--- config.mk ---
export PLATFORM = sky130hd
export DESIGN_NAME = eco_equiv_sweeper
export DESIGN_NICKNAME = d
export VERILOG_FILES = /design/src/rtl/eco_equiv_sweeper.sv
export SDC_FILE = /design/constraint.sdc
export NUM_CORES = 1
export LEC_CHECK = 0
export CAP_MARGIN = 15
export CORE_AREA = 2 2 54 56
export DETAILED_ROUTE_END_ITERATION = 10
export DIE_AREA = 0 0 56 58
export GPL_TIMING_DRIVEN = 0
export PLACE_DENSITY = 0.82
export SETUP_SLACK_MARGIN = 0.02
export SYNTH_ARGS = -nofsm -noshare
export SYNTH_HDL_FRONTEND = slang
export SYNTH_SLANG_ARGS = --single-unit
--- constraint.sdc ---
create_clock -name clk -period 4.1 [get_ports clk]
set_input_delay 0.615 -clock clk [delete_from_list [all_inputs] [get_ports clk]]
set_output_delay 0.615 -clock clk [all_outputs]
set_load 0.02 [all_outputs]
--- src/rtl/eco_equiv_sweeper.sv ---
// Exhaustive equivalence sweeper: walks every {a,b} vector into a golden/revised
// netlist pair, samples both results after a settle time and records mismatches.
module eco_equiv_sweeper #(
    parameter int W      = 3,
    parameter int SETTLE = 2
) (
    input  logic             clk,
    input  logic             rst,
    input  logic             start,
    output logic [W-1:0]     a_out,
    output logic [W-1:0]     b_out,
    input  logic [W-1:0]     y_in,
    input  logic [W-1:0]     y_ref_in,
    output logic             busy,
    output logic             done,
    output logic [2*W:0]     mismatch_cnt,
    output logic             first_fail_valid,
    output logic [W-1:0]     first_fail_a,
    output logic [W-1:0]     first_fail_b,
    output logic [W-1:0]     first_fail_diff
);

    localparam int IW = 2 * W;
    localparam int SW = (SETTLE > 1) ? $clog2(SETTLE) : 1;

    typedef enum logic [1:0] {IDLE, DRIVE, SAMPLE, DONE} state_t;

    state_t          state_reg, state_next;
    logic [IW-1:0]   idx_reg, idx_next;
    logic [SW-1:0]   settle_reg, settle_next;
    logic [IW:0]     cnt_reg, cnt_next;
    logic            ff_valid_reg, ff_valid_next;
    logic [W-1:0]    ff_a_reg, ff_a_next;
    logic [W-1:0]    ff_b_reg, ff_b_next;
    logic [W-1:0]    ff_diff_reg, ff_diff_next;
    logic            busy_reg, busy_next;
    logic            done_reg, done_next;
    logic            start_ok;
    logic            vec_mismatch;

    assign start_ok     = start && (state_reg == IDLE || state_reg == DONE);
    assign vec_mismatch = (y_in != y_ref_in);

    always_ff @(posedge clk) begin
        if (rst) begin
            state_reg    <= IDLE;
            idx_reg      <= '0;
            settle_reg   <= '0;
            cnt_reg      <= '0;
            ff_valid_reg <= 1'b0;
            ff_a_reg     <= '0;
            ff_b_reg     <= '0;
            ff_diff_reg  <= '0;
            busy_reg     <= 1'b0;
            done_reg     <= 1'b0;
        end else begin
            state_reg    <= state_next;
            idx_reg      <= idx_next;
            settle_reg   <= settle_next;
            cnt_reg      <= cnt_next;
            ff_valid_reg <= ff_valid_next;
            ff_a_reg     <= ff_a_next;
            ff_b_reg     <= ff_b_next;
            ff_diff_reg  <= ff_diff_next;
            busy_reg     <= busy_next;
            done_reg     <= done_next;
        end
    end

    always_comb begin
        state_next = state_reg;
        case (state_reg)
            IDLE, DONE: if (start) state_next = DRIVE;
            DRIVE:      if (settle_reg == SW'(SETTLE - 1)) state_next = SAMPLE;
            SAMPLE:     state_next = (&idx_reg) ? DONE : DRIVE;
            default:    state_next = IDLE;
        endcase
    end

    always_comb begin
        idx_next      = idx_reg;
        settle_next   = settle_reg;
        cnt_next      = cnt_reg;
        ff_valid_next = ff_valid_reg;
        ff_a_next     = ff_a_reg;
        ff_b_next     = ff_b_reg;
        ff_diff_next  = ff_diff_reg;
        if (start_ok) begin
            idx_next      = '0;
            settle_next   = '0;
            cnt_next      = '0;
            ff_valid_next = 1'b0;
            ff_a_next     = '0;
            ff_b_next     = '0;
            ff_diff_next  = '0;
        end else if (state_reg == DRIVE) begin
            settle_next = settle_reg + 1'b1;
        end else if (state_reg == SAMPLE) begin
            if (vec_mismatch) begin
                cnt_next = cnt_reg + 1'b1;
                // Only the earliest failing vector is kept for debug.
                if (!ff_valid_reg) begin
                    ff_valid_next = 1'b1;
                    ff_a_next     = idx_reg[IW-1:W];
                    ff_b_next     = idx_reg[W-1:0];
                    ff_diff_next  = y_in ^ y_ref_in;
                end
            end
            if (!(&idx_reg)) begin
                idx_next    = idx_reg + 1'b1;
                settle_next = '0;
            end
        end
        busy_next = (state_next == DRIVE) || (state_next == SAMPLE);
        done_next = (state_next == DONE);
    end

    assign a_out            = idx_reg[IW-1:W];
    assign b_out            = idx_reg[W-1:0];
    assign busy             = busy_reg;
    assign done             = done_reg;
    assign mismatch_cnt     = cnt_reg;
    assign first_fail_valid = ff_valid_reg;
    assign first_fail_a     = ff_a_reg;
    assign first_fail_b     = ff_b_reg;
    assign first_fail_diff  = ff_diff_reg;

endmodule

## Word-level counts from Yosys, hierarchy flattened

Index checks and enable logic that the tools add are counted.

- Bits of input ports: 9
- Register bits after elaboration: 28
- Output and inout bits: 25

- Eq/ne operators: 8
- Add/subtract/negate cells: 3
- Bitwise gates (word level): 4
- Reductions and logical operators: 12
- Mux-type cells: 7

Operators by type and width:

| operator | number |
|---|---|
| 2-bit equality test (second input constant) | 4 |
| 7-bit by 1-bit adder with 7-bit output (second input constant) | 1 |
| 6-bit by 1-bit adder with 6-bit output (second input constant) | 1 |
| 2-bit 2-to-1 mux | 3 |
| 2-bit one-hot mux with 3 select lines | 1 |
| 3-bit AND reduction | 2 |
| 6-bit AND reduction | 1 |
| 2-bit by 1-bit equality test with 1-bit output (second input constant) | 2 |
| 4-bit AND reduction | 1 |
| 2-bit OR reduction | 2 |
| 1-bit 2-to-1 mux | 3 |
| 3-bit inequality test | 1 |
| 1-bit NOT | 3 |
| 3-bit XOR | 1 |
| 2-bit zero test | 1 |
| 1-bit logical OR | 2 |
| 2-bit by 1-bit inequality test with 1-bit output (second input constant) | 1 |
| 2-bit AND reduction | 1 |
| 2-bit nonzero test | 1 |
| 1-bit adder (second input constant) | 1 |
| 1-bit logical AND | 1 |

## Depth between registers and ports, before layout

Gate-level depths: netlist of the first run.

- Word-level depth: 5
- Mapped depth: 8
- Mapped depth without buffers: 8

## Worst setup path before layout of the first run

No wires, ideal clock.

- Kind: register to register
- Start point: reg state_reg[0]
- End point: reg busy_reg (netlist: busy)
- Path slack: 2453 ps
- Setup time: 114 ps
- Clock period less this slack: 1647 ps
- Data arrival time: 1533 ps
- Cell stages (with the launch flop): 8
- Data required time: 3986 ps
- Buffers on the path: 1
- Path through: dfxtp_1 > inv_1 > ha_1 > clkbuf_1 > o22ai_1 > a22oi_1 > ha_1 > nor2b_1

- Cells in the longest elaborated chain, start to end: 5

Ends and longest elaborated chain:

| element | line | RTL |
|---|---|---|
| start, declared | 28 | `state_t state_reg, state_next;` |
| start signal, assigned | 57 | `state_reg <= state_next;` |
| 2-bit equality test / 2-bit zero test (equally long branches) | 72 | `case (state_reg)` |
| 2-bit OR reduction | 72 |  |
| 2-bit one-hot mux with 3 select lines (*) | 72 |  |
| named net state_next[1] | 28 |  |
| 2-bit by 1-bit equality test with 1-bit output / 2-bit equality test (equally long branches) | 114 | `busy_next = (state_next == DRIVE) \|\| (state_next == SAMPLE);` |
| 1-bit logical OR (*) | 114 |  |
| named net busy_next | 36 | `logic busy_reg, busy_next;` |
| end signal, assigned | 65 | `busy_reg <= busy_next;` |
| end, declared | 36 |  |

Mark *: on every way through the listed nets, which the timed path passes. The rest lies on a longest branch.
A chain may end at the register's enable or synchronous reset.

## Worst setup path in the final report of the first run

- Start point: reg idx_reg[2]
- End point: out b_out[2]

RTL lines:

| element | line | RTL |
|---|---|---|
| start, declared | 29 | `logic [IW-1:0] idx_reg, idx_next;` |
| start signal, assigned | 58 | `idx_reg <= idx_next;` |
| end, declared | 11 | `output logic [W-1:0] b_out,` |

No word-level cell between the ends.

==> results.cfg, run 1 <==
[status]
status = completed

[cts]
cts_setup_buffers = 0
cts_buffers = 3
clock_latency_ns = 0.32
cts_root_buf = clkbuf_4
holdBufCountCts = 0
htreeDepth = 1
cts_resized = 0
worst_setup_hold_path_clk_slew_ns = 0.15
clk_path_buf_depth = 2
clock_sinks = 28
cts_tree = yes

[critical_path]
rrSetupSlack_ns = 2.16
crit_required_ns = 3.48
crit_path_start = idx_reg[2]$_SDFFE_PP0P_
worstPathMaxFanout = 6
crit_end = b_out[2]
critical_path_arrival_ns = 1.44
timing.rr.start = state_reg[1]$_SDFF_PP0_
crit_family = buffers and inverters
crit_type = reg2out
max_stage_delay_ns = 0.65
slowest_stage = clkdlybuf4s50_1
cp.depth = 1
crit_buf_inv = 1
r2r_cells = 7
end_kind = primary output
path_cells = clkdlybuf4s50_1
critPathLaunchType = flip-flop
reg2reg_to = mismatch_cnt[2]$_SDFFE_PP0P_

[timing]
hold_violations = 0
max-slew-margin-rel = 0.699
fmax_mhz = 486
drv_slew = 0
setup_tns_ns = 0
worst_pin_slew_ns = 0.452
finalWorstSetupSlack_ns = 2.04
finClkSkew_ns = 0.00306
fin_crit_ns = 2.06
whs_ns = 0.498
min_period_over_period = 0.502
finalSetupViolCount = 0
rsz0062_at_grt = no

[cells_and_area]
final_cells = 204
area_growth_pct = 32.6
diodes = 0
largest_register_ffs = 7
nNetsFinal = 188
drive_above_1_share = 0.0751
fillers = 231

[global_routing]
grt_pass1_wl_um = 4600
grt_pass1_vias = 1079
grt_max_degree = 17
grt_use_met1 = 0.208
busiest_layer = met2
antenna_found_initial = 0
met2_usage = 0.318
grt_overflow = 0
met3_usage = 0.0223
track_usage = 0.177

[synthesis]
synth-seq-cells = 28
yosysTopAreaCellShare = 0.434
syn_inst = 136
synth_edf_count = 0
synthArstFlopShare = 0
ys_warn_count = 0
synth_seq_area_share = 0.434
synth_nets = 150
ys.flop_type = dfxtp_1
yosysTopAreaCell = dfxtp_1
synth_area_leaders = dfxtp_1, mux2i_1, nor2_1, ha_1, o21ai_0
syn_area_per_cell_sq_um = 9.50
synthDistinctLibCells = 38
syn-cell-area_sq_um = 1290

[route]
firstDrtPassIters = 4
route.detailed.drc = 0
vias = 1121
routedWlPerCell_um = 13.2
postRouteAntennaNets = 0
routed_via_density = 5.50
wl_um = 2680
drt_iter0_markers = 17

[run]
drv_cap = 0

[die]
start_util = 0.485
rows = 19
core_sq_um = 2660
die_x_um = 56
die_area_sq_um = 3250
io_pins = 34
die_y_um = 58

[power_and_ir_drop]
power_density_nw_per_um2 = 298
p_leak_nw = 0.573
max-vdd-ir-drop_v = 0.000213
total_power_mw = 0.511

[placement]
post-place-ws_ns = 1.83
place_inst = 200
dp.final_hpwl_um = 1970
gp_congestion = 0.787
io_buffers = 33

[min_path]
min-delay-start = mismatch_cnt[6]$_SDFFE_PP0P_
worstHoldPathType = reg2reg
## where the power goes
| part | switching (mW) | internal (mW) | total (mW) |
|---|---|---|---|
| Clock | 0.0803 | 0.0989 | 0.179 |
| Combinational | 0.0325 | 0.0216 | 0.0541 |
| Sequential | 0.00243 | 0.276 | 0.278 |
## layout by cell type (no fill, tap or decap), drive strengths merged, types with 2 or more instances in the layout
master,instances
nor2,21
nor3,3
dfxtp,28
ha,5
inv,3
a22oi,4
clkbuf,7
a21oi,6
clkdlybuf4s50,33
nand2,6
mux2i,8
o31a,2
or3,4
nor3b,2
xor2,7
nor2b,3
o21ai,10
o311ai,2
## cells by family after synthesis
kind of cell               share of synthesized area
DFF                                            0.434
AOI/OAI and AO/OA                              0.174
buffers and inverters                         0.0261
xor gates and xnor gates                      0.0716
adders and majority gates                     0.0484
muxes                                         0.0620
and+or+nand+nor                                0.184
## worst min path at each step
| stage | to | slack (ns) | depth (start not counted) |
|---|---|---|---|
| 2_1_floorplan | settle_reg$_SDFFE_PP0P_ | 0.48 | 2 |
| 3_3_place_gp | mismatch_cnt[6]$_SDFFE_PP0P_ | 0.47 | 2 |
| 3_5_place_dp | mismatch_cnt[6]$_SDFFE_PP0P_ | 0.48 | 2 |
| 4_1_cts | mismatch_cnt[6]$_SDFFE_PP0P_ | 0.50 | 2 |
| 5_1_grt | mismatch_cnt[6]$_SDFFE_PP0P_ | 0.55 | 2 |
| 6_report | mismatch_cnt[6]$_SDFFE_PP0P_ | 0.50 | 2 |
## area by class of cell
class | count | area [sq um] | share of cell area
multi-input combinational | 100 | 698 | 0.407
sequential | 28 | 561 | 0.327
timing repair buffer | 33 | 330 | 0.193
tap | 31 | 38.8 | 0.0226
clock inverter | 1 | 30.0 | 0.0175
clock buffer | 3 | 22.5 | 0.0131
buffer | 5 | 22.5 | 0.0131
inverter | 3 | 11.3 | 0.00657
## Yosys cell counts, types with 2 or more instances
master / n
nor2_1: 21
nand2_1: 6
dfxtp_1: 28
inv_1: 3
nor2b_1: 3
a21oi_1: 6
clkbuf_1: 4
o31a_2: 2
xor2_2: 3
a22oi_1: 4
nor3_1: 3
mux2i_1: 8
or3_1: 4
ha_1: 5
o21ai_0: 10
xor2_1: 4
## routing by layer
metal / part of all wire / wire [um] / up-vias
met2: 0.51 / 1360 / 27
li1: - / - / 560
met3: 0.035 / 93 / 8
met4: 0.021 / 56 / 0
met5: 0 / 0 / -
met1: 0.44 / 1180 / 526
## per-stage QoR
step / instance area (sq um) / utilization
2_1_floorplan: 1290 / -
3_3_place_gp: 1660 / 0.624
3_5_place_dp: 1660 / 0.624
4_1_cts: 1710 / 0.644
5_1_grt: 1710 / 0.644
6_report: 1710 / 0.644
(Power assumes the default switching activity.)
==> run 2, diff against run 1 <==
CORE_AREA = 2 2 58 60   (was 2 2 54 56)
DIE_AREA = 0 0 60 62   (was 0 0 56 58)
PLACE_DENSITY = 0.75   (was 0.82)
clock period = 1.8 ns   (was 4.1 ns; I/O delays follow)
==> results.cfg, run 2 (same netlist as run 1, synthesis figures left out) <==
[cells_and_area]
regArea_sq_um = 562
largest_register_ffs = 7
final_util = 0.547
fillers = 273
final_common_cell = clkdlybuf4s50_1
layout_common_cells = clkdlybuf4s50_1, dfxtp_1, nor2_1
area_growth_pct = 34.6
nNetsFinal = 188
final_cells = 219
drive_above_1_share = 0.116
diodes = 0
multiInputGateArea_sq_um = 709

[route]
wl_um = 2730
routedWlPerCell_um = 12.4
firstDrtPassIters = 4
routed_via_density = 5.05
route.detailed.drc = 0
postRouteAntennaNets = 0
vias = 1105
drt_iter0_markers = 32

[timing]
drv_slew = 0
rsz0062_at_grt = yes
max-slew-margin-rel = 0.722
finalWorstSetupSlack_ns = 0.0849
finClkSkew_ns = 0.0178
fmax_mhz = 583
fin_crit_ns = 1.72
hold_violations = 0
min_period_over_period = 0.953
worst_pin_slew_ns = 0.412
finalSetupViolCount = 0

[critical_path]
critPathLaunchType = flip-flop
crit_buf_inv = 1
crit_family = buffers and inverters
end_kind = primary output
crit_type = reg2out
slowest_stage = clkdlybuf4s50_1
critical_path_arrival_ns = 1.45
max_stage_delay_ns = 0.65
worstPathMaxFanout = 6
path_cells = clkdlybuf4s50_1
crit_required_ns = 1.53

[placement]
place_inst = 215
gp_congestion = 0.727
io_buffers = 33
dp.final_hpwl_um = 2130
post-place-ws_ns = -0.115

[min_path]
worstHoldPathType = reg2reg

[power_and_ir_drop]
max-vdd-ir-drop_v = 0.000587
power_density_nw_per_um2 = 614
total_power_mw = 1.07
p_leak_nw = 0.575

[die]
core_sq_um = 3180
rows = 21
die_y_um = 62
die_area_sq_um = 3720
io_pins = 34
die_x_um = 60
start_util = 0.407

[global_routing]
grt_max_degree = 16
grt_pass1_vias = 1094
antenna_found_initial = 0
grt_pass1_wl_um = 4710
track_usage = 0.166
grt_overflow = 0

[cts]
cts_root_buf = clkbuf_4
holdBufCountCts = 0
clk_path_buf_depth = 2
worst_setup_hold_path_clk_slew_ns = 0.16
cts_buffers = 3
cts_tree = yes
htreeDepth = 1
clock_latency_ns = 0.34
clock_sinks = 28

[run]
drv_cap = 0

[status]
status = completed
==> run 2: metrics by stage <==
step / instance area [sq um] / hold WS (ns) / setup TNS [ns]
after floorplan: 1290 / 0.342 / 0
final: 1740 / 0.503 / 0
after global placement: 1680 / 0.470 / -0.550
after detailed placement: 1680 / 0.492 / -1.73
after global routing: 1740 / 0.552 / 0
after CTS: 1730 / 0.514 / 0
==> run 2: repair_timing <==
action                     4_1_cts  5_1_grt
gates resized for setup          5        4
buffers inserted                 0        1
setup endpoints to repair       22       13
==> run 2: final timing paths <==
check        depth (start not counted)                      endpoint                         start  slack [ns]
max                                  1                      b_out[2]       idx_reg[2]$_SDFFE_PP0P_        0.08
min                                  2  mismatch_cnt[6]$_SDFFE_PP0P_  mismatch_cnt[6]$_SDFFE_PP0P_        0.50
max reg2reg                          7  first_fail_b[0]$_SDFFE_PP0P_       state_reg[1]$_SDFF_PP0_        0.10
min reg2reg                          2  mismatch_cnt[6]$_SDFFE_PP0P_  mismatch_cnt[6]$_SDFFE_PP0P_        0.50
==> run 2: final cells by class <==
cell class,count,share of cell area
inverters,3,0.00647
repair buffers,34,0.194
multi-input cells,100,0.408
well taps,46,0.0331
plain buffers,4,0.0144
clock buffers,4,0.0209
flip-flops and latches,28,0.323
==> run 2: routing by layer <==
layer	wire, um	track usage
met1	1210	0.195
met2	1400	0.315
met3	116	0.0476
met4	0	0.00952
met5	0	0
==> run 2: power breakdown <==
| part | internal [mW] | total [mW] | leakage [nW] | switching, mW |
|---|---|---|---|---|
| Clock | 0.124 | 0.309 | 0.0210 | 0.185 |
| Sequential | 0.628 | 0.634 | 0.227 | 0.00589 |
| Combinational | 0.0528 | 0.124 | 0.328 | 0.0712 |
| Total | 0.805 | 1.07 | 0.575 | 0.263 |
==> run 3, diff against run 2 <==
RECOVER_POWER = 100   (was default)
SKIP_LAST_GASP = 1   (was default)
==> results.cfg, run 3 (same netlist as run 1, synthesis figures left out) <==
[status]
status = completed

[route]
firstDrtPassIters = 4
vias = 1109
routedWlPerCell_um = 12.6
postRouteAntennaNets = 0
m1WireLength_um = 1200
drt_iter0_markers = 24
wl_um = 2750
route.detailed.drc = 0
routed_via_density = 5.06
dr_wl_met3_um = 129
wl_met2_um = 1430
top_layer = met3

[power_and_ir_drop]
total_power_mw = 1.07
p_leak_nw = 0.628
power_density_nw_per_um2 = 614
max-vdd-ir-drop_v = 0.000589

[cts]
htreeDepth = 1
cts_root_buf = clkbuf_4
worst_setup_hold_path_clk_slew_ns = 0.16
clock_latency_ns = 0.34
cts_buffers = 3
cts_tree = yes
clk_path_buf_depth = 2
clock_sinks = 28

[cells_and_area]
drive_above_1_share = 0.127
largest_register_ffs = 7
nNetsFinal = 188
final_cells = 219
final_util = 0.547
area_growth_pct = 34.6
final_common_cell = dfxtp_1
layout_common_cells = dfxtp_1, nor2_1, clkdlybuf4s50_1
diodes = 0
design_area_sq_um = 1740

[die]
start_util = 0.407
die_y_um = 62
io_pins = 34
rows = 21
die_area_sq_um = 3720
core_sq_um = 3180
die_x_um = 60

[global_routing]
track_usage = 0.166
grt_overflow = 0
antenna_found_initial = 0
grt_pass1_wl_um = 4690
grt_pass1_vias = 1093
grt_max_degree = 16

[timing]
finClkSkew_ns = 0.0179
drv_slew = 0
finalSetupViolCount = 0
fmax_mhz = 584
min_period_over_period = 0.952
fin_crit_ns = 1.71
setup_tns_ns = 0
hold_violations = 0
worst_pin_slew_ns = 0.412
max-slew-margin-rel = 0.722
rsz0062_at_grt = no

[critical_path]
critical_path_arrival_ns = 1.44
end_kind = primary output
worstPathMaxFanout = 6
path_cells = clkdlybuf4s50_1
crit_type = reg2out
crit_family = buffers and inverters
crit_buf_inv = 1
max_stage_delay_ns = 0.65
crit_required_ns = 1.53
critPathLaunchType = flip-flop
slowest_stage = clkdlybuf4s50_1

[placement]
io_buffers = 33
dp.final_hpwl_um = 2130
place_inst = 215
gp_congestion = 0.727
dpl-instance-area_sq_um = 1680

[min_path]
worstHoldPathType = reg2reg

[run]
drv_cap = 0
==> run 3: layout make-up <==
type	count	area (sq um)
inverter	3	11.3
sequential	28	564
multi-input combinational	100	709
timing repair buffer	34	338
tap	46	57.6
clock buffer	4	36.3
buffer	4	22.5
fill	274	1440
==> run 3: per-layer routing <==
| layer | track usage | vias to the layer above |
|---|---|---|
| met2 | 0.314 | 27 |
| met5 | 0 | - |
| met4 | 0.00952 | 0 |
| met3 | 0.0476 | 0 |
| met1 | 0.195 | 525 |
| li1 | - | 557 |
==> run 3: final timing paths <==
| kind | start | slack, ns | depth (start not counted) | end |
|---|---|---|---|---|
| setup reg to reg | state_reg[1]$_SDFF_PP0_ | 0.13 | 7 | first_fail_b[0]$_SDFFE_PP0P_ |
| setup / recovery | idx_reg[2]$_SDFFE_PP0P_ | 0.09 | 1 | b_out[2] |
| hold / removal | mismatch_cnt[6]$_SDFFE_PP0P_ | 0.50 | 2 | mismatch_cnt[6]$_SDFFE_PP0P_ |
| hold reg to reg | mismatch_cnt[6]$_SDFFE_PP0P_ | 0.50 | 2 | mismatch_cnt[6]$_SDFFE_PP0P_ |
==> run 3: repair_timing <==
item                                   CTS  global route
buffers inserted                         0             1
endpoints found under the hold margin    0             0
pin swaps                                0             1
resized for setup                        3             7
hold buffers                             0             0
setup endpoints to repair               22            12
==> run 3: metrics by stage <==
step                      hold slack (ns)  worst slack [ns]
after floorplan                     0.342             0.153
after global placement              0.470           -0.0571
after detailed placement            0.492            -0.115
after CTS                           0.514           -0.0473
after global routing                0.550            0.0154
final                               0.503            0.0866
==> run 3: where the power goes <==
group          internal, mW  leakage (nW)  switching [mW]
sequential            0.629         0.227         0.00615
clock                 0.124        0.0210           0.186
combinational        0.0515         0.380          0.0714
